## src/rtl/if_fetch_ctrl.sv

```systemverilog
// Instruction-fetch sequencer: owns the fetch PC, buffers ROM words in a small prefetch queue
// and presents the head to IF/ID. Optional self-loop halt detection under `HALT_DETECT_EN.
module if_fetch_ctrl #(
  parameter int unsigned DEPTH    = 4,
  parameter logic [31:0] RESET_PC = 32'h0
) (
  input  logic                     clk,
  input  logic                     rst,
  output logic [31:0]              rom_addr,
  input  logic [31:0]              rom_inst,
  input  logic                     stall,
  input  logic                     br_taken,
  input  logic [31:0]              br_target,
  output logic                     inst_valid,
  output logic [31:0]              inst,
  output logic [31:0]              pc_out,
  output logic [$clog2(DEPTH):0]   q_count,
  output logic                     halted
);

  localparam int unsigned PTR_W    = $clog2(DEPTH);
  localparam int unsigned CNT_W    = PTR_W + 1;
  localparam logic [31:0] JMP_SELF = 32'hA800_FFFF;

  typedef enum logic [1:0] {
    ST_RUN   = 2'd0,
    ST_REDIR = 2'd1,
    ST_HALT  = 2'd2
  } state_e;

  state_e             state_q, state_d;
  logic [31:0]        fetch_pc_q, fetch_pc_d;
  logic [31:0]        inst_q [DEPTH];
  logic [31:0]        inst_d [DEPTH];
  logic [31:0]        pca_q  [DEPTH];
  logic [31:0]        pca_d  [DEPTH];
  logic [CNT_W-1:0]   count_q, count_d;
  logic               valid_q, valid_d;
  logic [31:0]        pc_out_q, pc_out_d;

  logic               pop;
  logic               push;
  logic               flush;
  logic               halt_hit;
  logic [CNT_W-1:0]   wr_idx;

  // Entry 0 is always the head; slots at or beyond count_q are kept at zero so inst reads 0 when empty.
  always_comb begin
    pop        = valid_q & ~stall & ~br_taken;
    halt_hit   = 1'b0;
`ifdef HALT_DETECT_EN
    halt_hit   = pop & (inst_q[0] == JMP_SELF);
`endif
    flush      = br_taken | halt_hit | (state_q == ST_HALT);
    push       = ~flush & ((state_q == ST_REDIR) |
                           ((state_q == ST_RUN) & ((count_q < CNT_W'(DEPTH)) | pop)));
    wr_idx     = count_q - CNT_W'(pop);

    for (int unsigned i = 0; i + 1 < DEPTH; i++) begin
      inst_d[i] = pop ? inst_q[i+1] : inst_q[i];
      pca_d[i]  = pop ? pca_q[i+1]  : pca_q[i];
    end
    inst_d[DEPTH-1] = pop ? 32'h0 : inst_q[DEPTH-1];
    pca_d[DEPTH-1]  = pop ? 32'h0 : pca_q[DEPTH-1];

    if (push) begin
      inst_d[PTR_W'(wr_idx)] = rom_inst;
      pca_d[PTR_W'(wr_idx)]  = fetch_pc_q;
    end
    if (flush) begin
      for (int unsigned i = 0; i < DEPTH; i++) begin
        inst_d[i] = 32'h0;
        pca_d[i]  = 32'h0;
      end
    end

    count_d    = flush ? '0 : (count_q + CNT_W'(push) - CNT_W'(pop));
    valid_d    = (count_d != '0);
    pc_out_d   = valid_d ? (pca_d[0] + 32'd4) : pc_out_q;

    fetch_pc_d = fetch_pc_q;
    if (br_taken)  fetch_pc_d = br_target;
    else if (push) fetch_pc_d = fetch_pc_q + 32'd4;

    state_d    = state_q;
    if (br_taken)                 state_d = ST_REDIR;
    else if (halt_hit)            state_d = ST_HALT;
    else if (state_q == ST_REDIR) state_d = ST_RUN;
  end

  // State and queue registers, synchronous active-low reset.
  always_ff @(posedge clk) begin
    if (!rst) begin
      state_q    <= ST_RUN;
      fetch_pc_q <= RESET_PC;
      count_q    <= '0;
      valid_q    <= 1'b0;
      pc_out_q   <= 32'h0;
      for (int unsigned i = 0; i < DEPTH; i++) begin
        inst_q[i] <= 32'h0;
        pca_q[i]  <= 32'h0;
      end
    end else begin
      state_q    <= state_d;
      fetch_pc_q <= fetch_pc_d;
      count_q    <= count_d;
      valid_q    <= valid_d;
      pc_out_q   <= pc_out_d;
      for (int unsigned i = 0; i < DEPTH; i++) begin
        inst_q[i] <= inst_d[i];
        pca_q[i]  <= pca_d[i];
      end
    end
  end

`ifdef HALT_DETECT_EN
  logic halted_q;

  always_ff @(posedge clk) begin
    if (!rst) halted_q <= 1'b0;
    else      halted_q <= (state_d == ST_HALT);
  end

  assign halted = halted_q;
`else
  assign halted = 1'b0;
`endif

  assign rom_addr   = fetch_pc_q;
  assign inst_valid = valid_q;
  assign inst       = inst_q[0];
  assign pc_out     = pc_out_q;
  assign q_count    = count_q;

endmodule

```

## config.mk

```make
export PLATFORM = sky130hd
export DESIGN_NAME = if_fetch_ctrl
export DESIGN_NICKNAME = d
export VERILOG_FILES = /design/src/rtl/if_fetch_ctrl.sv
export SDC_FILE = /design/constraint.sdc
export NUM_CORES = 1
export LEC_CHECK = 0
export CORE_MARGIN = 5
export CORE_UTILIZATION = 41
export DETAILED_ROUTE_END_ITERATION = 6
export PLACE_DENSITY_LB_ADDON = 0.3
export SYNTH_ARGS = -nofsm -noshare
export SYNTH_HDL_FRONTEND = slang
export SYNTH_SLANG_ARGS = --single-unit
export TNS_END_PERCENT = 50
```

## constraint.sdc

```tcl
create_clock -name clk -period 6.5 [get_ports clk]
set_input_delay 1.3 -clock clk [delete_from_list [all_inputs] [get_ports clk]]
set_output_delay 1.3 -clock clk [all_outputs]
set_load 0.01 [all_outputs]
```

==> metrics.md <==
| Metric | Value |
|---|---|
| PostCTS Resize Cnt | 0 |
| Die X | 199 µm |
| CTS tree | yes |
| Post-DP Area | 16400 µm² |
| Final Max Slew Viols | 0 |
| Vias | about 14000 |
| Setup-failing EPs final | 0 |
| Fin. Hold Viols | 0 |
| HP Start | pc_out[0] |
| Cts bufs inserted | 37 |
| DIE AREA | roughly 40000 µm² |
| Max VDD drop | 0.000171 V |
| Initial antenna violation count | 0 |
| Distinct cells, synth | 61 |
| Worst reg2reg setup slack | 2120 ps |
| Starting Density | a little over 40% |
| Rows | 69 |
| Global-route wire length before repair | about 70 mm |
| Final Cell Area | around 18000 µm² |
| Hold-fix buffers, CTS | 0 |
| Filler cells | 3380 |
| # H-tree levels | 2 |
| Detailed-route wire length per cell | 17.8 µm |
| DIE HEIGHT | ~200 µm |
| Pwr per Cell Area | 268 nW/µm² |
| Top-count cell post-synth | nand2_1 |
| Most common flop cell mapped by yosys | dfxtp_1 |
| Path type of the worst setup path | primary input to flip-flop |
| ANT cells | 0 |
| Layout area overhead | 20.5% |
| Remaining antenna violation count after routing | 0 |
| CP required | ~7000 ps |
| Min cycle time layout | ~5100 ps |
| Total negative slack | 0 ps |
| Net count after synthesis | 1961 |
| Core region area | 35400 µm² |
| Gp weighted congestion | 0.934 |
| Hold Slack | 460 ps |
| Remaining DRCs | 0 |
| Yosys top cell area share | 44.5% |
| Final Cycle Share | 79.2% |
| Leakage | approximately 5.7 nW |
| Initial drt markers | between 1000 and 1500 |
| Post-synthesis register bit count | 325 |
| Max-Cap Viols | 0 |
| Clk sink count | roughly 330 |
| Slew margin rel. | 20.9% |
| Vias in the first global route | ~13000 |
| Worst Hold Class | flip-flop to flip-flop |
| Clock slew at reported path FFs | 60 ps |
| Reg2reg path depth | 10 |
| Clk Latency, worst-skew pair | 520 ps |
| IO Port Bufs | 167 |
| Least-Margin Pin Slew | 1190 ps |
| Mapped Cells | between 1500 and 2000 |
| GR Util All Layers | a little over a fifth |
| Post-synth EDFFs | 0 |
| Grt ovf | 0 |
| Worst setup SP type | primary input |
| Hpwl dp | 27.5 mm |
| Post-synthesis async set-or-reset flop share | 0% |
| Status | finished clean |
| Setup crit end kind | flip-flop |
| First-pass DRT Iterations | 5 |
| Crit path DAT | roughly 5600 ps |
| DRT Wirelength | 43.3 mm |
| Post-synthesis sequential area ratio | 44.5% |
| Largest net degree at the start of global routing | approximately 110 |
| Nets | 2010 |
| Post-synth top cells | nand2_1, dfxtp_1, nor2_1 |
| Crit path max fanout | 40 |
| # Post-CTS Setup Buffers | 0 |
| Clk root buf | clkbuf_16 |
| Share of layout cells above drive strength 1 | ~5.7% |
| Area contributors post-synth | dfxtp_1, nand2_1, a311oi_1, nor2_1, clkbuf_1 |
| IO Count | about 170 |
| Clk buf depth | 3 |
| Vias per cell | 5.69 |
| RSZ-0062 raised after global routing | false |
| Skew final | 11.7 ps |
| Hold depth | 2 |
| Fmax | 194 MHz |
| Crit. Startpoint | stall |
| Synth Cell Area | 14600 µm² |
| FF-to-FF Start | inst_valid |
| YS warnings | 0 |
| Most area-hungry cell type in the Yosys netlist | dfxtp_1 |
| Syn Area/Cell | about 7.7 µm² |
[layout by cell type, fill, tap and decap left out, drive strengths merged, types with 26 or more instances in the layout]
master and count:
clkdlybuf4s50 165, xnor2 27, a211oi 35, nor2 235, dfxtp 325, nand2 471, nand3 108, and2 31
buf 26, clkbuf 46, a311oi 180, a21oi 95, o21ai 35
[registers in the layout, summed over array words and instances, names as in the netlist]
| register | cells |
|---|---|
| inst_valid | 1 |
| rom_addr | 32 |
| state_q | 1 |
| q_count | 3 |
| pc_out | 32 |
| pca_q | 128 |
| inst_q | 128 |
[area by class of cell]
| cell class | count | area (µm²) | area share, % |
|---|---|---|---|
| clock buffers | 46 | 1020 | 5.79 |
| clock inverters | 21 | 183 | 1.04 |
| multi-input cells | 1367 | 7400 | 42.0 |
| inverters | 14 | 57.6 | 0.327 |
| well taps | 461 | 577 | 3.27 |
| repair buffers | 191 | 1870 | 10.6 |
| flip-flops and latches | 325 | 6510 | 36.9 |
[power breakdown]
part           switching [mW]  internal, mW  total, mW
Sequential             0.0806          2.06       2.14
Combinational           0.306         0.220      0.526
Clock                   0.847          1.20       2.05
Total                    1.23          3.49       4.72
[path summary, 6_finish.rpt]
kind,endpoint
worst max register to register,pc_out[31]
worst min register to register,pc_out[0]
worst max-delay path,pc_out[31]
worst min-delay path,pc_out[0]
[cell families (layout without fill, tap and decap cells)]
| kind of cell | count (synthesis) | after routing | share of synthesized area (%) |
|---|---|---|---|
| AOI/OAI and AO/OA | 387 | 387 | 19.4 |
| and+or+nand+nor | 905 | 905 | 25.9 |
| other | 1 | 1 | 0.0257 |
| adders and majority gates | 6 | 6 | 0.565 |
| xor gates and xnor gates | 51 | 51 | 3.06 |
| muxes | 17 | 17 | 1.18 |
| DFF | 325 | 325 | 44.5 |
| buffers and inverters | 195 | 272 | 5.31 |
[worst max-delay path, stage by stage]
cell	delay [ps]
clkdlybuf4s50_1	540
or3b_4	560
inv_6	80
ha_1	210
nor2b_1	420
o21ai_4	370
a311oi_1	710
nand2_1	140
or4_4	540
or4_1	530
a31oi_1	160
[metrics by stage]
stage	power, mW	util [%]	setup WS [ps]	cells
CTS	4.77	49.8	1430	2425
finish	4.72	49.8	1350	2425
floorplan	2.46	-	918	1887
detailed placement	2.71	46.4	906	2358
global placement	2.71	46.4	923	2358
global route	4.92	49.8	1070	2425
[routing by layer]
metal	routed length, µm	global-route usage, %	vias to the layer above
met1	19700	29.8	6524
met4	1270	6.64	0
met2	19300	33.3	496
met5	0	0	-
met3	3000	3.93	80
li1	-	-	6688
(Power assumes the default switching activity.)
